### src/rtl/dts_format.sv
// DTS front-end formatter: per-lane frame select/capture, MS-first serialisation
// into OW-bit words, and triplet packing into 8-bit or 3-bit sample words.

module dts_format_lane #(
    parameter int N_INPUTS        = 3,
    parameter int INPUT_WIDTH     = 128,
    parameter int MUX_FACTOR_BITS = 2,
    parameter int SELECT_WIDTH    = 4,
    parameter int OW              = INPUT_WIDTH >> MUX_FACTOR_BITS
) (
    input  logic                            clk,
    input  logic                            rst_n,
    input  logic                            load,
    input  logic [SELECT_WIDTH-1:0]         sel,
    input  logic [N_INPUTS*INPUT_WIDTH-1:0] din,
    input  logic [N_INPUTS-1:0]             din_locked,
    input  logic [N_INPUTS-1:0]             din_one_sec,
    input  logic [N_INPUTS-1:0]             din_ten_sec,
    input  logic [N_INPUTS-1:0]             din_index,
    input  logic [N_INPUTS-1:0]             din_sync,
    input  logic [MUX_FACTOR_BITS-1:0]      cnt,
    output logic [OW-1:0]                   word,
    output logic                            locked,
    output logic                            one_sec,
    output logic                            ten_sec,
    output logic                            index,
    output logic                            sync
);
    localparam int W = 1 << MUX_FACTOR_BITS;

    // hold[W-1] is the most-significant word, emitted first
    logic [W-1:0][OW-1:0]   hold;
    logic [INPUT_WIDTH-1:0] src;
    logic [4:0]             src_flags;
    logic [4:0]             flags;

    // Out-of-range selects fall through to all-zero frame and flags
    always_comb begin
        src       = '0;
        src_flags = '0;
        for (int j = 0; j < N_INPUTS; j++) begin
            if (int'(sel) == j) begin
                src       = din[j*INPUT_WIDTH +: INPUT_WIDTH];
                src_flags = {din_locked[j], din_one_sec[j], din_ten_sec[j],
                             din_index[j], din_sync[j]};
            end
        end
    end

    always_ff @(posedge clk or negedge rst_n) begin
        if (!rst_n) begin
            hold  <= '0;
            flags <= '0;
        end else if (load) begin
            hold  <= src;
            flags <= src_flags;
        end
    end

    assign word = hold[MUX_FACTOR_BITS'(W - 1) - cnt];
    assign {locked, one_sec, ten_sec, index, sync} = flags;

endmodule

module dts_format #(
    parameter int N_INPUTS        = 3,
    parameter int INPUT_WIDTH     = 128,
    parameter int MUX_FACTOR_BITS = 2,
    parameter int SELECT_WIDTH    = 4
) (
    input  logic                                               clk,
    input  logic                                               rst_n,
    input  logic [N_INPUTS*SELECT_WIDTH-1:0]                   sel,
    input  logic                                               is_three_bit,
    input  logic [N_INPUTS*INPUT_WIDTH-1:0]                    din,
    input  logic                                               din_valid,
    input  logic [N_INPUTS-1:0]                                din_locked,
    input  logic [N_INPUTS-1:0]                                din_one_sec,
    input  logic [N_INPUTS-1:0]                                din_ten_sec,
    input  logic [N_INPUTS-1:0]                                din_index,
    input  logic [N_INPUTS-1:0]                                din_sync,
    output logic [N_INPUTS*(INPUT_WIDTH >> MUX_FACTOR_BITS)-1:0] dout,
    output logic                                               dout_valid,
    output logic [N_INPUTS-1:0]                                dout_locked,
    output logic [N_INPUTS-1:0]                                dout_one_sec,
    output logic [N_INPUTS-1:0]                                dout_ten_sec,
    output logic [N_INPUTS-1:0]                                dout_index,
    output logic [N_INPUTS-1:0]                                dout_sync,
    output logic                                               frame_err
);
    localparam int W  = 1 << MUX_FACTOR_BITS;
    localparam int OW = INPUT_WIDTH >> MUX_FACTOR_BITS;
    localparam int NG = N_INPUTS / 3;

    logic                              busy;
    logic [MUX_FACTOR_BITS-1:0]        cnt;
    logic                              last;
    logic [N_INPUTS-1:0][OW-1:0]       lane_word;
    logic [N_INPUTS-1:0]               lane_locked;
    logic [N_INPUTS-1:0]               lane_one_sec;
    logic [N_INPUTS-1:0]               lane_ten_sec;
    logic [N_INPUTS-1:0]               lane_index;
    logic [N_INPUTS-1:0]               lane_sync;
    logic [N_INPUTS*OW-1:0]            pack_w;

    for (genvar i = 0; i < N_INPUTS; i++) begin : g_lane
        dts_format_lane #(
            .N_INPUTS       (N_INPUTS),
            .INPUT_WIDTH    (INPUT_WIDTH),
            .MUX_FACTOR_BITS(MUX_FACTOR_BITS),
            .SELECT_WIDTH   (SELECT_WIDTH),
            .OW             (OW)
        ) u_lane (
            .clk        (clk),
            .rst_n      (rst_n),
            .load       (din_valid),
            .sel        (sel[i*SELECT_WIDTH +: SELECT_WIDTH]),
            .din        (din),
            .din_locked (din_locked),
            .din_one_sec(din_one_sec),
            .din_ten_sec(din_ten_sec),
            .din_index  (din_index),
            .din_sync   (din_sync),
            .cnt        (cnt),
            .word       (lane_word[i]),
            .locked     (lane_locked[i]),
            .one_sec    (lane_one_sec[i]),
            .ten_sec    (lane_ten_sec[i]),
            .index      (lane_index[i]),
            .sync       (lane_sync[i])
        );
    end

    assign last = (cnt == MUX_FACTOR_BITS'(W - 1));

    // A new frame always wins; it only counts as an error if it cuts a frame short
    always_ff @(posedge clk or negedge rst_n) begin
        if (!rst_n) begin
            busy      <= 1'b0;
            cnt       <= '0;
            frame_err <= 1'b0;
        end else begin
            frame_err <= din_valid && busy && !last;
            if (din_valid) begin
                busy <= 1'b1;
                cnt  <= '0;
            end else if (busy) begin
                cnt <= cnt + 1'b1;
                if (last)
                    busy <= 1'b0;
            end
        end
    end

    // 3-bit mode interleaves bit j of lanes a,b,c into sample j
    always_comb begin
        pack_w = '0;
        for (int g = 0; g < NG; g++) begin
            if (is_three_bit) begin
                for (int j = 0; j < OW; j++)
                    pack_w[g*3*OW + 3*j +: 3] = {lane_word[3*g+2][j], lane_word[3*g+1][j],
                                                 lane_word[3*g][j]};
            end else begin
                pack_w[g*3*OW +: 3*OW] = {lane_word[3*g+2], lane_word[3*g+1], lane_word[3*g]};
            end
        end
    end

    always_ff @(posedge clk or negedge rst_n) begin
        if (!rst_n) begin
            dout         <= '0;
            dout_valid   <= 1'b0;
            dout_locked  <= '0;
            dout_one_sec <= '0;
            dout_ten_sec <= '0;
            dout_index   <= '0;
            dout_sync    <= '0;
        end else begin
            dout_valid <= busy;
            if (busy) begin
                dout        <= pack_w;
                dout_locked <= lane_locked;
            end
            if (busy && cnt == '0) begin
                dout_one_sec <= lane_one_sec;
                dout_ten_sec <= lane_ten_sec;
                dout_index   <= lane_index;
                dout_sync    <= lane_sync;
            end else begin
                dout_one_sec <= '0;
                dout_ten_sec <= '0;
                dout_index   <= '0;
                dout_sync    <= '0;
            end
        end
    end

endmodule

### config.mk
export PLATFORM = sky130hd
export DESIGN_NAME = dts_format
export DESIGN_NICKNAME = d
export VERILOG_FILES = /design/src/rtl/dts_format.sv
export SDC_FILE = /design/constraint.sdc
export NUM_CORES = 1
export LEC_CHECK = 0
export ABC_CLOCK_PERIOD_IN_PS = 2400
export BUFFER_PORTS_ARGS = -buffer_cell sky130_fd_sc_hd__buf_2
export CAP_MARGIN = 10
export CORE_AREA = 3 3 248 250
export CTS_CLUSTER_DIAMETER = 120
export DETAILED_ROUTE_END_ITERATION = 7
export DIE_AREA = 0 0 251 253
export PLACE_DENSITY_LB_ADDON = 0.2
export SLEW_MARGIN = 10
export SYNTH_ARGS = -nofsm -noshare
export SYNTH_HDL_FRONTEND = slang
export SYNTH_HIERARCHICAL = 1
export SYNTH_SLANG_ARGS = --single-unit
export TNS_END_PERCENT = 20
### constraint.sdc
create_clock -name clk -period 2.4 [get_ports clk]
set_clock_uncertainty 0.2 [all_clocks]
set_input_delay 0 -clock clk [delete_from_list [all_inputs] [get_ports clk]]
set_output_delay 0 -clock clk [all_outputs]
set_load 0.01 [all_outputs]
==> results.toml, run 1 <==
[floorplanning]
dieHeight_um = 253
rows = 89
ios = 528
chipWidth_um = 251
start_util = 0.5923

[placement]
dp_hpwl_mm = 98.33
place_congestion = 0.9593
io_buffer_count = 527

[status]
status = "aborted with a tool error"
error_line = "[ERROR RSZ-0060] Max buffer count reached."
stop_stage = "clock tree synthesis"

[clocking]
postCtsSetupRepairBufs = 0
hold_buffers = 887
clkSinkCount = 515
cts_root_buf = "clkbuf_16"
clockBufferDepth = 3
cts_resized = 0
htreeDepth = 2
numCtsBuffers = 55

[yosys]
syn_nets = 3662
synth-seq-cells = 515
synth.distinct_cells = 22
ys_warn_count = 6
synth_area_per_cell_um2 = 10.81
synth_area_um2 = 35090
ys_seq_area_frac = 0.3673
syn_inst = 3245
## cells in the mapped netlist
master,instances,area share
dfrtp_1,515,0.37
mux2i_1,494,0.14
inv_1,402,0.043
nand3b_1,399,0.085
o21a_1,399,0.085
o22ai_2,300,0.11
buf_2,117,0.017
clkbuf_1,106,0.011
nor2_1,99,0.011
o22ai_1,99,0.018
mux4_2,96,0.062
a21oi_1,94,0.013
buf_12,40,0.023
buf_1,29,0.0031
buf_4,16,0.0034
buf_6,15,0.0048
and3_1,13,0.0023
mux2_2,5,0.0016
nand2_2,3,0.00053
ha_1,2,0.00071
a21o_1,1,0.00021
xnor2_1,1,0.00025
## per-stage QoR
stage	area (um2)	worst slack [ps]	util	instances	hold slack, ps
floorplan	35090	524.6	-	3245	-495.6
global placement	38060	322.8	0.6425	4327	-174.6
detailed placement	38060	275.5	0.6425	4327	-177.1
## cell families after synthesis
family	Yosys count	synth area share
flip-flops	515	0.3673
buffers and inverters	725	0.1052
multiplexers	595	0.2041
AO/OA/AOI/OAI	893	0.2236
adder cells (fa/ha/maj)	2	0.0007131
AND/OR/NAND/NOR	514	0.09881
XOR/XNOR	1	0.0002497
==> run 2: changes to the inputs <==
- CORE_AREA: 3 3 248 250 -> 3 3 301 303
- CTS_CLUSTER_DIAMETER: 120 -> default
- DIE_AREA: 0 0 251 253 -> 0 0 304 306
- PLACE_DENSITY_LB_ADDON: 0.2 -> 0.15
==> results.toml, run 2 <==
[clocking]
clock_latency_ps = 630
htreeDepth = 2
postCtsSetupRepairBufs = 0
clkSinkCount = 515
clockBufferDepth = 3
cts_tree = "done"
cts_root_buf = "clkbuf_16"
numCtsBuffers = 58
clkTransAtPathRegs_ps = 60

[yosys]
ys_seq_area_frac = 0.3673
synth_area_per_cell_um2 = 10.81
synth_edf_count = 0
synth.distinct_cells = 22
synth-seq-cells = 515
synth_top_cell_by_area = "dfrtp_1"
synth_async_sr_flop_share = 1.000
yosys-top-cells-area = "dfrtp_1 (37%), mux2i_1 (14%), o22ai_2 (11%)"
syn_nets = 3662
ys_warn_count = 6
synth_flop_cell = "dfrtp_1"
synthMostInstantiatedCell = "dfrtp_1"
netlist.area_leader.share = 0.3673
yosys-top-cells-count = "dfrtp_1 (515), mux2i_1 (494), inv_1 (402)"
syn_inst = 3245
synth_area_um2 = 35090

[placement]
dpl-instance-area_um2 = 38850
io_buffer_count = 527
dp_hpwl_mm = 106.4
place_congestion = 0.9243
dp.cells = 4747

[final_layout]
final_cells = 5812
layout_common_cells = "dlygate4sd3_1 (923), buf_2 (518), dfrtp_1 (512)"
fin_area_um2 = 50350
drive_gt1_frac = 0.2515
biggestRegsByFlops = "g_lane.u_lane/hold: 384 flops, dout: 96 flops, g_lane.u_lane/flags: 15 flops"
fillCellCount = 7602
regMostFlops = "g_lane.u_lane/hold"
finalNetCount = 4998
syn_to_final_growth_pct = 43.51
largest_reg_flops = 384
final_common_cell = "dlygate4sd3_1"

[route]
avgViaCountPerCell = 5.498
finalWirelength_mm = 148.6
firstDrtPassIters = 6
post-route-drc-count = 0
wire_per_inst_um = 25.56
drtAntennaViolNets = 0
dr.first_iter.drc_count = 2970
vias = 31952

[global_routing]
first_global_vias = 32442
overflow = 0
antenna_found_initial = 32
grt_pass1_wl_mm = 219.6
grt_start_max_net_pins = 147
grtUsageTotal = 0.3120

[power]
switching_power_uw = 8881
pwr-share-comb = 0.292
internal-power_uw = 18880
powerDensity_nw_per_um2 = 551.4
power_frac_seq = 0.370
fin_total_pwr_uw = 27760
power.share.clock = 0.338
swShare = 0.3199
power.leakage_uw = 0.02166
vdd_drop_max_mv = 0.5246

[hold_path]
min_path_type = "input pin to flop"

[run]
drv_cap = 0

[timing]
fmax_ghz = 0.4081
rsz0062_at_grt = "true"
timing.hold.ws_ps = 0.007105
fin_crit_sh = 1.021
slew_headroom = 0.1955
finalSetupTns_ps = -50.18
finalHoldViolCount = 0
worst_slew_pin_slew_ps = 1207
slew_violations = 0
setup_slack_ps = -50.18
finalSetupViolations = 1
fin_crit_ps = 2450

[worst_setup_path]
critPathMaxStageDelay_ps = 590
critical_path_buf_inv_count = 5
critPathTopFamily = "buffers and inverters"
critPathLaunchType = "input pin"
cp_common_cell = "dlygate4sd3_1"
cp-end-kind = "flop"
critPathArrivalTime_ps = 2760
cp_slowest_cell = "dlygate4sd3_1"
path_cells = "dlygate4sd3_1 > buf_2 > mux2i_1 > dlygate4sd3_1 > o21a_1 > dlygate4sd3_1 > o22ai_2 > dlygate4sd3_1"
crit_fanout = 3
crit_type = "input pin to flop"
required_ps = 2710

[floorplanning]
fp.coreArea_um2 = 88240
dieHeight_um = 306
ios = 528
rows = 109
chipWidth_um = 304
dieArea_um2 = 93020
start_util = 0.3977

[status]
status = "complete, but fails checks"
failed_checks = "negative setup slack"
-- run 2: cell counts after synthesis --
No cell type changed its count.
-- run 2: logic make-up after synthesis --
family / count (synthesis) / synth area share
DFF: 515 / 0.3673
buffers and inverters: 725 / 0.1052
and+or+nand+nor: 514 / 0.09881
muxes: 595 / 0.2041
adders and majority gates: 2 / 0.0007131
AOI/OAI and AO/OA: 893 / 0.2236
xor gates and xnor gates: 1 / 0.0002497
-- run 2: final cells by class --
| class | instances | area [um2] | share of cell area |
|---|---|---|---|
| well taps | 1165 | 1458 | 0.02895 |
| multi-input cells | 2005 | 18550 | 0.3684 |
| flip-flops and latches | 515 | 12900 | 0.2562 |
| diodes | 18 | 45.04 | 0.0008945 |
| repair buffers | 1599 | 13920 | 0.2764 |
| clock inverters | 27 | 316.6 | 0.006287 |
| inverters | 402 | 1509 | 0.02997 |
| clock buffers | 81 | 1659 | 0.03295 |
-- run 2: final timing paths --
path	end	startpoint	slack (ps)	depth (start not counted)
max reg2reg	dout[93]$_DFFE_PN0P_	cnt[0]$_DFFE_PN0P_	300	4
min in group asynchronous	dout[93]$_DFFE_PN0P_	rst_n	440	4
min	g_lane[1].u_lane/hold[49]$_DFFE_PN0P_	sel[4]	0.007	5
max in group asynchronous	g_lane[1].u_lane/hold[89]$_DFFE_PN0P_	rst_n	1010	4
max	g_lane[1].u_lane/hold[35]$_DFFE_PN0P_	din[291]	-50	8
min reg2reg	dout_locked[2]$_DFFE_PN0P_	g_lane[2].u_lane/flags[4]$_DFFE_PN0P_	300	1
-- run 2: power groups by stage --
stage / logic (uW) / clock network (uW) / registers (uW)
floorplan: 3880 / 0 / 10000
global placement: 6500 / 0 / 10400
detailed placement: 6540 / 0 / 10400
CTS: 8030 / 9470 / 10200
global route: 8650 / 9860 / 10300
finish: 8110 / 9370 / 10300
-- run 2: stage by stage --
step | worst slack, ps | utilization
floorplan | 524.6 | -
global placement | 317.7 | 0.4403
detailed placement | 309.3 | 0.4403
CTS | 14.15 | 0.5693
global route | -73.34 | 0.5704
finish | -50.18 | 0.5707
-- run 2: worst reg2reg max path, delay by kind of cell, from the launching register on --
family	cells	cell delay (ps)
multiplexers	2	870
flip-flops	1	450
buffers and inverters	1	360
AO/OA/AOI/OAI	1	90
-- run 2: layer usage --
| metal | GRT usage | wire length (um) |
|---|---|---|
| met5 | 0 | 48 |
| met2 | 0.4973 | 67820 |
| met1 | 0.4229 | 63650 |
| met4 | 0.08904 | 4760 |
| met3 | 0.07667 | 12290 |
-- run 2: repair_timing --
action | CTS | global route
endpoints found under the hold margin | 1012 | 8
setup endpoints to repair | 0 | 25
hold buffers | 939 | 5
gates resized for setup | 0 | 21
(Power assumes the default switching activity.)
==> run 3: changes to the inputs <==
- GPL_TIMING_DRIVEN: default -> 0
- REMOVE_ABC_BUFFERS: default -> 1
==> results.toml, run 3 (same netlist as run 2, synthesis figures left out) <==
[status]
status = "complete, but fails checks"
failed_checks = "negative hold slack"

[timing]
slew_headroom = 0.4773
fmax_ghz = 0.4200
rsz0062_at_grt = "true"
finalSetupViolations = 0
slew_violations = 0
finalHoldViolCount = 59
timing.hold.ws_ps = -171.8
fin_crit_sh = 0.9920
worst_slew_pin_slew_ps = 784.1
fin_crit_ps = 2381

[placement]
place_congestion = 0.7617
dp_hpwl_mm = 73.10
io_buffer_count = 527
dp.cells = 4650

[route]
drt-met1-wl_mm = 54.87
finalWirelength_mm = 121.9
post-route-drc-count = 0
wire_per_inst_um = 21.38
top_layer = "met5"
drtAntennaViolNets = 0
avgViaCountPerCell = 5.321
vias = 30342
route.met2.wl_mm = 57.61
firstDrtPassIters = 6
dr.first_iter.drc_count = 1920
met3WireLength_mm = 5.850

[final_layout]
finalNetCount = 4886
final_cells = 5702
biggestRegsByFlops = "g_lane.u_lane/hold: 384 flops, dout: 96 flops, g_lane.u_lane/flags: 15 flops"
final_common_cell = "dlygate4sd3_1"
layout_common_cells = "dlygate4sd3_1 (902), buf_2 (518), dfrtp_1 (512)"
largest_reg_flops = 384
final_util = 0.5640
fillCellCount = 7565
regMostFlops = "g_lane.u_lane/hold"
syn_to_final_growth_pct = 41.83
drive_gt1_frac = 0.2400

[global_routing]
first_global_vias = 31588
overflow = 0
grt_pass1_wl_mm = 189.0
antenna_found_initial = 22
grtUsageTotal = 0.2553
grt_start_max_net_pins = 122

[clocking]
clkSinkCount = 515
numCtsBuffers = 61
htreeDepth = 2
cts_root_buf = "clkbuf_16"
clock_latency_ps = 640
cts_tree = "done"
clockBufferDepth = 3
clkTransAtPathRegs_ps = 60

[power]
vdd_drop_max_mv = 0.5756
power.leakage_uw = 0.02120
powerDensity_nw_per_um2 = 556.7

[worst_setup_path]
worstReg2RegEnd = "dout[42]$_DFFE_PN0P_"
regToRegSetupSlack_ps = 110
worstRegToRegCells = 5
regToRegStartpoint = "cnt[0]$_DFFE_PN0P_"
crit_type = "input pin to flop"
required_ps = 2700
critPathArrivalTime_ps = 2680
crit_fanout = 3
cp-end-kind = "flop"
critPathLaunchType = "input pin"

[floorplanning]
chipWidth_um = 304
rows = 109
fp.coreArea_um2 = 88240
start_util = 0.3977
dieArea_um2 = 93020
dieHeight_um = 306
ios = 528

[hold_path]
min_path_type = "input pin to async pin"

[run]
drv_cap = 0
run 3: cell types whose count changed in the layout (fill, tap and decap cells not counted), sizes merged, moves of 9 or more:
cell,delta
clkinv,-9
clkbuf,+14
dlygate4sd3,-21
buf,-84
dlymetal6s4s,-11
run 3: worst max-delay path, cell delays in order:
cell and delay (ps):
dlygate4sd3_1 540, buf_2 140, mux2i_1 110, dlygate4sd3_1 570
o21a_1 120, dlygate4sd3_1 560, o22ai_2 60, dlygate4sd3_1 590
run 3: stage by stage:
stage | total power (uW) | setup WS (ps) | setup TNS, ps | cell area [um2] | hold slack (ps)
2_1_floorplan | 13240 | -2789 | -345630 | 32910 | -495.6
3_3_place_gp | 16530 | -16990 | - | 37000 | 199.2
6_report | 27710 | 19.20 | 0 | 49770 | -171.8
4_1_cts | 27890 | 11.41 | 0 | 49660 | -201.5
5_1_grt | 28950 | -38.85 | -100.9 | 49750 | -164.9
3_5_place_dp | 16250 | -440.1 | -29890 | 38130 | -233.9
run 3: timing repair:
| action | CTS | global route |
|---|---|---|
| gates cloned | 0 | 1 |
| resized for setup | 0 | 8 |
| endpoints found under the setup margin | 78 | 47 |
| pin swaps | 0 | 2 |
| hold endpoints to repair | 722 | 64 |
| hold buffers | 916 | 2 |
| setup buffers | 3 | 0 |
run 3: cell type report:
type,instances,area [um2],share of cell area
antenna,17,42.54,0.0008548
clock buffer,94,1841,0.03698
clock inverter,20,306.5,0.006160
inverter,402,1509,0.03032
multi-input combinational,2005,18550,0.3728
sequential,515,12900,0.2592
tap,1165,1458,0.02929
timing repair buffer,1484,13160,0.2644
run 3: metal layers:
metal / up-vias / GRT usage
li1: 14162 / -
met1: 15116 / 0.3470
met2: 862 / 0.4214
met3: 194 / 0.03903
met4: 8 / 0.07794
met5: - / 0
run 3: how the worst max path moves through the flow:
stage                             startpoint                                     to
after global placement             din_valid  g_lane[0].u_lane/flags[1]$_DFFE_PN0P_
after global routing      cnt[0]$_DFFE_PN0P_                   dout[42]$_DFFE_PN0P_
final                               din[340]  g_lane[1].u_lane/hold[84]$_DFFE_PN0P_
after floorplan           cnt[0]$_DFFE_PN0P_                   dout[10]$_DFFE_PN0P_
after detailed placement  cnt[0]$_DFFE_PN0P_                   dout[42]$_DFFE_PN0P_
after CTS                             sel[9]  g_lane[2].u_lane/hold[94]$_DFFE_PN0P_
run 3: power breakdown:
part	internal (uW)	total (uW)	switching, uW
logic	3970	7830	3860
registers	9400	9880	483
clock network	6000	9990	3990
total	19400	27700	8330
